### config.mk
export PLATFORM = sky130hd
export DESIGN_NAME = count_mod_updn_flat
export DESIGN_NICKNAME = d
export VERILOG_FILES = /design/src/rtl/count_mod_updn_if.sv /design/src/rtl/count_mod_updn.sv /design/src/flat_wrapper.sv
export SDC_FILE = /design/constraint.sdc
export NUM_CORES = 1
export LEC_CHECK = 0
export BUFFER_PORTS_ARGS = -buffer_cell sky130_fd_sc_hd__clkbuf_2
export CAP_MARGIN = 15
export CORE_MARGIN = 5
export CORE_UTILIZATION = 54
export CTS_CLUSTER_DIAMETER = 150
export DETAILED_ROUTE_END_ITERATION = 6
export HOLD_SLACK_MARGIN = 0.12
export MAX_ROUTING_LAYER = met4
export PLACE_DENSITY = 0.78
export SLEW_MARGIN = 20
export SYNTH_ARGS = -nofsm -noshare
export SYNTH_HDL_FRONTEND = slang
export SYNTH_SLANG_ARGS = --single-unit
export TNS_END_PERCENT = 30
### constraint.sdc
create_clock -name clk -period 3.2 [get_ports clk]
set_input_delay 0.64 -clock clk [delete_from_list [all_inputs] [get_ports clk]]
set_output_delay 0.64 -clock clk [all_outputs]
set_load 0.02 [all_outputs]
### src/rtl/count_mod_updn_if.sv
// ---------------------------------------------------------------------------
// count_mod_updn_if
//   Bundles the control inputs and status outputs of count_mod_updn.
//   master : the side that drives EN/load/up/CNT_In/TOP_In/clr_ovf and
//            observes CNT/TC/OVF.
//   slave  : the counter itself.
//   Signals
//     EN      count enable (gates prescaler and counting)
//     load    synchronous parallel load of CNT_In
//     up      1 = count up, 0 = count down
//     CNT_In  load value (WIDTH)
//     TOP_In  terminal value, count range 0..TOP_In (WIDTH)
//     clr_ovf clears the sticky OVF flag
//     CNT     registered count (WIDTH)
//     TC      registered terminal-count pulse
//     OVF     sticky boundary flag
// ---------------------------------------------------------------------------
interface count_mod_updn_if #(
    parameter int WIDTH = 8
) ();
    logic             EN;
    logic             load;
    logic             up;
    logic [WIDTH-1:0] CNT_In;
    logic [WIDTH-1:0] TOP_In;
    logic             clr_ovf;
    logic [WIDTH-1:0] CNT;
    logic             TC;
    logic             OVF;

    modport master (
        output EN, load, up, CNT_In, TOP_In, clr_ovf,
        input  CNT, TC, OVF
    );

    modport slave (
        input  EN, load, up, CNT_In, TOP_In, clr_ovf,
        output CNT, TC, OVF
    );
endinterface

### src/rtl/count_mod_updn.sv
// ---------------------------------------------------------------------------
// count_mod_updn
//   WIDTH-bit up/down counter with a run-time terminal value, wrap or
//   saturate behaviour at the boundaries, an enable prescaler, a registered
//   terminal-count pulse and a sticky overflow flag.
//   Ports
//     clk  rising-edge clock
//     res  synchronous reset, active-high (clears count, flags, prescaler)
//     bus  count_mod_updn_if.slave (EN, load, up, CNT_In, TOP_In, clr_ovf
//          in; CNT, TC, OVF out, all outputs registered)
//   Parameters
//     WIDTH    counter width (>=2)
//     MODE_SAT 0 = wrap at the boundary, 1 = hold at the boundary
//     PRESCALE enabled cycles per count tick (>=1)
// ---------------------------------------------------------------------------
module count_mod_updn #(
    parameter int WIDTH    = 8,
    parameter int MODE_SAT = 0,
    parameter int PRESCALE = 1
) (
    input  logic                   clk,
    input  logic                   res,
    count_mod_updn_if.slave        bus
);
    localparam int PW = (PRESCALE > 1) ? $clog2(PRESCALE) : 1;
    localparam logic [PW-1:0] PRE_LAST = PW'(PRESCALE - 1);

    logic [WIDTH-1:0] cnt_p0;
    logic             tc_p0;
    logic             ovf_p0;
    logic [PW-1:0]    pre_p0;

    logic             tick;
    logic             boundary;
    logic [WIDTH-1:0] cnt_tick;
    logic [PW-1:0]    pre_next;

    // Load values above the terminal are clamped so the count never starts
    // outside 0..TOP_In.
    function automatic logic [WIDTH-1:0] clamp_load(
        input logic [WIDTH-1:0] val,
        input logic [WIDTH-1:0] top
    );
        return (val > top) ? top : val;
    endfunction

    // Up step: CNT >= TOP (including a TOP lowered below CNT) is a boundary.
    function automatic logic [WIDTH-1:0] step_up(
        input logic [WIDTH-1:0] cnt,
        input logic [WIDTH-1:0] top
    );
        if (cnt >= top)
            return (MODE_SAT != 0) ? top : '0;
        return cnt + WIDTH'(1);
    endfunction

    // Down step: a count above TOP resyncs to TOP without being a boundary;
    // only 0 is a boundary.
    function automatic logic [WIDTH-1:0] step_dn(
        input logic [WIDTH-1:0] cnt,
        input logic [WIDTH-1:0] top
    );
        if (cnt > top)
            return top;
        if (cnt == '0)
            return (MODE_SAT != 0) ? '0 : top;
        return cnt - WIDTH'(1);
    endfunction

    always_comb begin
        tick     = 1'b0;
        boundary = 1'b0;
        cnt_tick = cnt_p0;
        pre_next = pre_p0;

        tick = bus.EN && (pre_p0 == PRE_LAST);

        if (bus.EN)
            pre_next = (pre_p0 == PRE_LAST) ? '0 : pre_p0 + PW'(1);

        if (bus.up) begin
            boundary = (cnt_p0 >= bus.TOP_In);
            cnt_tick = step_up(cnt_p0, bus.TOP_In);
        end else begin
            boundary = (cnt_p0 == '0);
            cnt_tick = step_dn(cnt_p0, bus.TOP_In);
        end
    end

    // Stage p0: single register stage; priority res > load > tick > hold.
    always_ff @(posedge clk) begin
        if (res) begin
            cnt_p0 <= '0;
            tc_p0  <= 1'b0;
            ovf_p0 <= 1'b0;
            pre_p0 <= '0;
        end else if (bus.load) begin
            cnt_p0 <= clamp_load(bus.CNT_In, bus.TOP_In);
            tc_p0  <= 1'b0;
            pre_p0 <= '0;
            if (bus.clr_ovf)
                ovf_p0 <= 1'b0;
        end else begin
            pre_p0 <= pre_next;
            tc_p0  <= tick && boundary;
            if (tick)
                cnt_p0 <= cnt_tick;
            // A boundary on the same edge wins over the clear.
            if (tick && boundary)
                ovf_p0 <= 1'b1;
            else if (bus.clr_ovf)
                ovf_p0 <= 1'b0;
        end
    end

    assign bus.CNT = cnt_p0;
    assign bus.TC  = tc_p0;
    assign bus.OVF = ovf_p0;
endmodule

### src/flat_wrapper.sv
// flat-port wrapper written by rule: the top's interface ports become plain ports
module count_mod_updn_flat 
#(
    parameter int WIDTH    = 8,
    parameter int MODE_SAT = 0,
    parameter int PRESCALE = 1
)
  (clk, res, bus_EN, bus_load, bus_up, bus_CNT_In, bus_TOP_In, bus_clr_ovf, bus_CNT, bus_TC, bus_OVF);
  count_mod_updn_if #(.WIDTH(WIDTH)) bus_i ();
  input  logic clk;
  input  logic res;
  input wire logic [$bits(bus_i.EN)-1:0] bus_EN;
  input wire logic [$bits(bus_i.load)-1:0] bus_load;
  input wire logic [$bits(bus_i.up)-1:0] bus_up;
  input wire logic [$bits(bus_i.CNT_In)-1:0] bus_CNT_In;
  input wire logic [$bits(bus_i.TOP_In)-1:0] bus_TOP_In;
  input wire logic [$bits(bus_i.clr_ovf)-1:0] bus_clr_ovf;
  output wire logic [$bits(bus_i.CNT)-1:0] bus_CNT;
  output wire logic [$bits(bus_i.TC)-1:0] bus_TC;
  output wire logic [$bits(bus_i.OVF)-1:0] bus_OVF;
  assign bus_i.EN = bus_EN;
  assign bus_i.load = bus_load;
  assign bus_i.up = bus_up;
  assign bus_i.CNT_In = bus_CNT_In;
  assign bus_i.TOP_In = bus_TOP_In;
  assign bus_i.clr_ovf = bus_clr_ovf;
  assign bus_CNT = bus_i.CNT;
  assign bus_TC = bus_i.TC;
  assign bus_OVF = bus_i.OVF;
  count_mod_updn #(.WIDTH(WIDTH), .MODE_SAT(MODE_SAT), .PRESCALE(PRESCALE)) u_core (.clk(clk), .res(res), .bus(bus_i));
endmodule
### After elaboration in Yosys (flattened, before gate mapping)

Index checks and enable logic that the tools add are counted.

* register bits after elaboration: 11
* bits in latches: 0
* memory bits (writable): 0
* ROM bits: 0
* input bits: 22
* output and inout port bits: 10
* logic and storage cells: 38
* memories: 0

* add/sub/neg operators: 3
* multipliers: 0
* divide/modulo/power cells: 0
* order comparisons: 3
* eq/ne operators: 0
* shift operators: 0
* muxes and demuxes: 22
* bitwise logic cells: 1
* reduce and logical (&&, ||, !) cells: 5

Operators with widths (count)
* 8-bit 2-to-1 mux: 10
* 8-bit greater-than comparator: 2
* 1-bit 2-to-1 mux: 12
* 8-bit by 1-bit adder with 8-bit output (second input constant): 1
* 8-bit greater-or-equal comparator: 1
* 8-bit zero test: 1
* 8-bit by 1-bit subtractor with 8-bit output (second input constant): 1
* 1-bit logical AND: 2
* 2-bit nonzero test: 1
* 2-bit OR reduction: 1
* 1-bit adder (second input constant): 1
* 1-bit inverter: 1

### Logic depth before layout (Yosys ltp)

* word-level depth: 10
* depth in mapped cells: 8
* depth with buffers taken out: 8

### Worst setup path after synthesis

No wires, ideal clock.

* kind: input to register
* start: input bus_TOP_In[7]
* end: register u_core.cnt_p0[2] (netlist: u_core.bus.CNT[2])
* library setup time: 129 ps
* arrival time: 2366 ps
* required time: 3071 ps
* path slack: 705 ps
* stages on the path: 8
* path buffers: 0
* cell sequence: inv_1 ha_1 nand4_1 or2_2 and2_1 o31a_2 a222oi_1 o21ai_0

* longest elaborated chain between the ends: 7
* elaborated cells on any way between the ends: 13
* classes of those cells: order compare: 3; mux: 10

Ends and longest elaborated chain
* from (decl): RTL line flat_wrapper.sv:16 `input wire logic [$bits(bus_i.TOP_In)-1:0] bus_TOP_In;`
* 8-bit greater-than comparator / 8-bit greater-or-equal comparator (equally long branches): RTL line count_mod_updn.sv:63, count_mod_updn.sv:52
* 1-bit 2-to-1 mux (on tied branches): RTL line count_mod_updn.sv:63, count_mod_updn.sv:52
* 1-bit 2-to-1 mux: RTL line count_mod_updn.sv:81 `if (bus.up) begin`
* 8-bit 2-to-1 mux (on tied branches): RTL line count_mod_updn.sv:65, count_mod_updn.sv:54
* 8-bit 2-to-1 mux: RTL line count_mod_updn.sv:81
* 8-bit 2-to-1 mux: RTL line count_mod_updn.sv:106 `if (tick)`
* 8-bit 2-to-1 mux (*): RTL line count_mod_updn.sv:97 `end else if (bus.load) begin`
* to (signal assigned): RTL line count_mod_updn.sv:98 `cnt_p0 <= clamp_load(bus.CNT_In, bus.TOP_In);`
* to (signal assigned): RTL line count_mod_updn.sv:107 `cnt_p0 <= cnt_tick;`
* to (decl): RTL line count_mod_updn.sv:28 `logic [WIDTH-1:0] cnt_p0;`

Mark *: on every way between the ends. The rest lies on a longest branch, timed or not. The select of a mux whose other input is x is not followed.
A chain may end at the register's enable or synchronous reset.

### Worst setup path after layout

* start: register u_core.cnt_p0[0] (netlist: u_core.bus.CNT[0])
* end: register u_core.cnt_p0[3] (netlist: u_core.bus.CNT[3])

* longest elaborated chain between the ends: 9
* elaborated cells on any way between the ends: 19
* classes of those cells: add/sub: 2; order compare: 2; mux: 14; reduce/logical: 1

Ends and longest elaborated chain (RTL line)
* parallel branches: the longest is 6 deep, another holds 8-bit greater-than comparator
* 8-bit 2-to-1 mux (*): count_mod_updn.sv:81
* 8-bit 2-to-1 mux (*): count_mod_updn.sv:106
* 8-bit 2-to-1 mux (*): count_mod_updn.sv:97

Every way passes the cells marked *. The select of a mux whose other input is x is not followed.

==> results.md <==
* Least-Margin Pin Slew at 0.563 ns
* Routed Antenna Nets at 0
* Capturing element type of the critical path: flip-flop
* Total nets after synthesis at around 210
* Full die area at around 0.0036 sq mm
* Dpl cells at between 200 and 250
* Layout cells sized above 1 at a little under a quarter
* Met1 layer usage reported by global route at between 20 and 30%
* FF+latch area at ~200 sq um
* Nets at 236
* Starting Density at a little under three fifths
* CP Launch Type: flip-flop
* Top cells by area, synth: ha_1 18%, dfxtp_1 15%, mux2i_1 6.7%
* Clk_lat worst skew at about 0.26 ns
* Number of global-route vias before repair at between 1k and 1.5k
* Most common cell in the netlist: ha_1
* Met2 usage at 39.4%
* RSZ-0062 raised after global routing: no
* Residual DRC at 0
* DR vias/cell at ~6.2
* Peak supply drop at between 200 and 250 uV
* Fin util at a little over three fifths
* Routed vias at 1390
* Clock sinks at 10
* Fin crit period at 2.64 ns
* Antenna violations before repair at 0
* CP Data Required Time at between 3 and 4 ns
* Inserted Diodes at 0
* Yosys top cell by area: ha_1
* Setup CP Type: reg -> reg
* Synthesized netlist cell count at 167
* Yosys cell types at a little over 40
* First-pass GRT wire length at approximately 6000 microns
* CTS Buf Count at 3
* Total power at around 0.53 mW
* Area after DPL at around 0.0015 sq mm
* Setup TNS at 0 ns
* Tcrit/Tclk final at just over 80%
* Die Y at ~60 microns
* Max Fclk at between 0.3 and 0.4 GHz
* Pre-CTS WS at a little under 0.4 ns
* Routing usage on met3 at less than 1%
* GP Congestion at a little under 0.9
* Leakage Power at 0.742 nW
* Synth Area per Inst at 8.09 sq um
* Headroom to the max-slew limit at approximately 62%
* Top cell type's share of synthesized area at 17.6%
* Initial DRC count at a little over 50
* Total Wirelength at approximately 3800 microns
* # Post-CTS Setup Buffers at 0
* Worst setup margin at ~0.56 ns
* PostCTS Resize Cnt at 0
* Final Skew at between 0.0015 and 0.002 ns
* Gr usage total at 22.9%
* Synth cell count leaders: 19 x ha_1, 14 x a21oi_1, 12 x inv_1
* Final Setup Violations at 0
* IO Port Bufs at 31
* WP data arrival at 2.79 ns
* Final hold violations at 0
* Max Slew Vio Count at 0
* Design Area, Final at ~0.0015 sq mm
* FP Rows at 18
* CTS H-Tree Depth at 1
* Max-cap violations at 0
* Detailed Place HPWL at 3040 microns
* Clk pin slew, worst setup/hold paths at around 0.060 ns
* Hold_ws at roughly 0.51 ns
* Largest net degree at the start of global routing at 19
* Routed WL per cell at around 17 microns
* Min-delay worst type: reg -> reg
* #FFs+latches synth at 10
* IO Count at 32
* Multi-input gate area at between 0.001 and 0.0015 sq mm
* DR pass1 iterations at 5
* Root buffer cell: clkbuf_4
* Status: completed
* CTS tree: built
* Remaining Overflow, GRT at 0
* Warnings from Yosys at 0
* Core area at 0.00243 sq mm
* Ys flop type: dfxtp_1
* Layer with the highest usage: met2
* Clock Path Buffers at 2
* Sequential share of the synthesized area at 14.8%
* Die W at ~60 microns
* Fill count at ~230
* Crit Path Max Fanout at 9
* Post-Layout Cell Count at between 200 and 250
* Number of synthesized flops with an enable pin at 0
* Pwr/cell area at about 350 mW/mm^2
* Hold buffer count at CTS at 0
* Async set-reset flop share out of synthesis at 0%
* Area grow syn2layout at 12.8%
* Mapped cell area at 0.00135 sq mm
## report_power, final
part	internal, mW	switching (mW)	total, mW	leakage, nW
Clock	0.0435	0.0433	0.0867	0.0138
Combinational	0.123	0.151	0.273	0.646
Sequential	0.138	0.0344	0.172	0.0829
Total	0.304	0.228	0.532	0.742
## final timing paths
| kind | start | slack, ns | to | cells past startpoint |
|---|---|---|---|---|
| setup / recovery | u_core.bus.CNT[0] | 0.56 | u_core.bus.CNT[3] | 8 |
| setup reg to reg | u_core.bus.CNT[0] | 0.56 | u_core.bus.CNT[3] | 8 |
| hold / removal | u_core.bus.OVF | 0.51 | u_core.bus.OVF | 2 |
| hold reg to reg | u_core.bus.OVF | 0.51 | u_core.bus.OVF | 2 |
## sequential cells by signal, summed over array words and instances, names as in the netlist
| signal | count |
|---|---|
| u_core.bus.TC | 1 |
| u_core.bus.CNT | 8 |
| u_core.bus.OVF | 1 |
## metal layers
| metal | wire length, microns | part of all wire, % |
|---|---|---|
| met4 | 46 | 1.2 |
| met1 | 1580 | 42 |
| met5 | 0 | 0 |
| met2 | 1920 | 51 |
| met3 | 231 | 6.1 |
## cells by family (layout without fill, tap and decap cells)
family                     count (synthesis)  count (layout)  synth area share, %
adders and majority gates                 19              19                 17.6
DFF                                       10              10                 14.8
buffers and inverters                     22              48                 7.59
and+or+nand+nor                           44              44                 19.3
muxes                                      9               9                 6.67
xor gates and xnor gates                  12              12                 7.78
AOI/OAI and AO/OA                         51              51                 26.3
## cells in the final DEF (no fill, tap or decap), types with 5 or more instances in the layout
| master | Yosys | routed |
|---|---|---|
| xor2_1 | 6 | 6 |
| nor2_1 | 6 | 6 |
| nand4_1 | 5 | 5 |
| nand2_1 | 8 | 8 |
| a222oi_1 | 5 | 5 |
| xnor2_1 | 6 | 6 |
| nor3_1 | 8 | 8 |
| mux2i_1 | 9 | 9 |
| o21ai_0 | 10 | 10 |
| a21oi_1 | 14 | 14 |
| dfxtp_1 | 10 | 10 |
| clkbuf_2 | 0 | 31 |
| ha_1 | 19 | 19 |
| a211o_1 | 8 | 8 |
| inv_1 | 12 | 12 |
## cell type report
type,count,area share (%)
multi-input cells,135,68.8
flip-flops and latches,10,13.1
repair buffers,33,11.2
inverters,12,2.96
well taps,30,2.46
clock buffers,3,1.48
## critical path: stages (launching register included)
cell and delay, ns:
dfxtp_1 0.51, inv_1 0.17, ha_1 0.32, nand4_1 0.11, or2_2 0.30, and2_1 0.20
o31a_2 0.40, a222oi_1 0.39, o21ai_1 0.12
No activity file was read; power rests on OpenSTA's default activity.
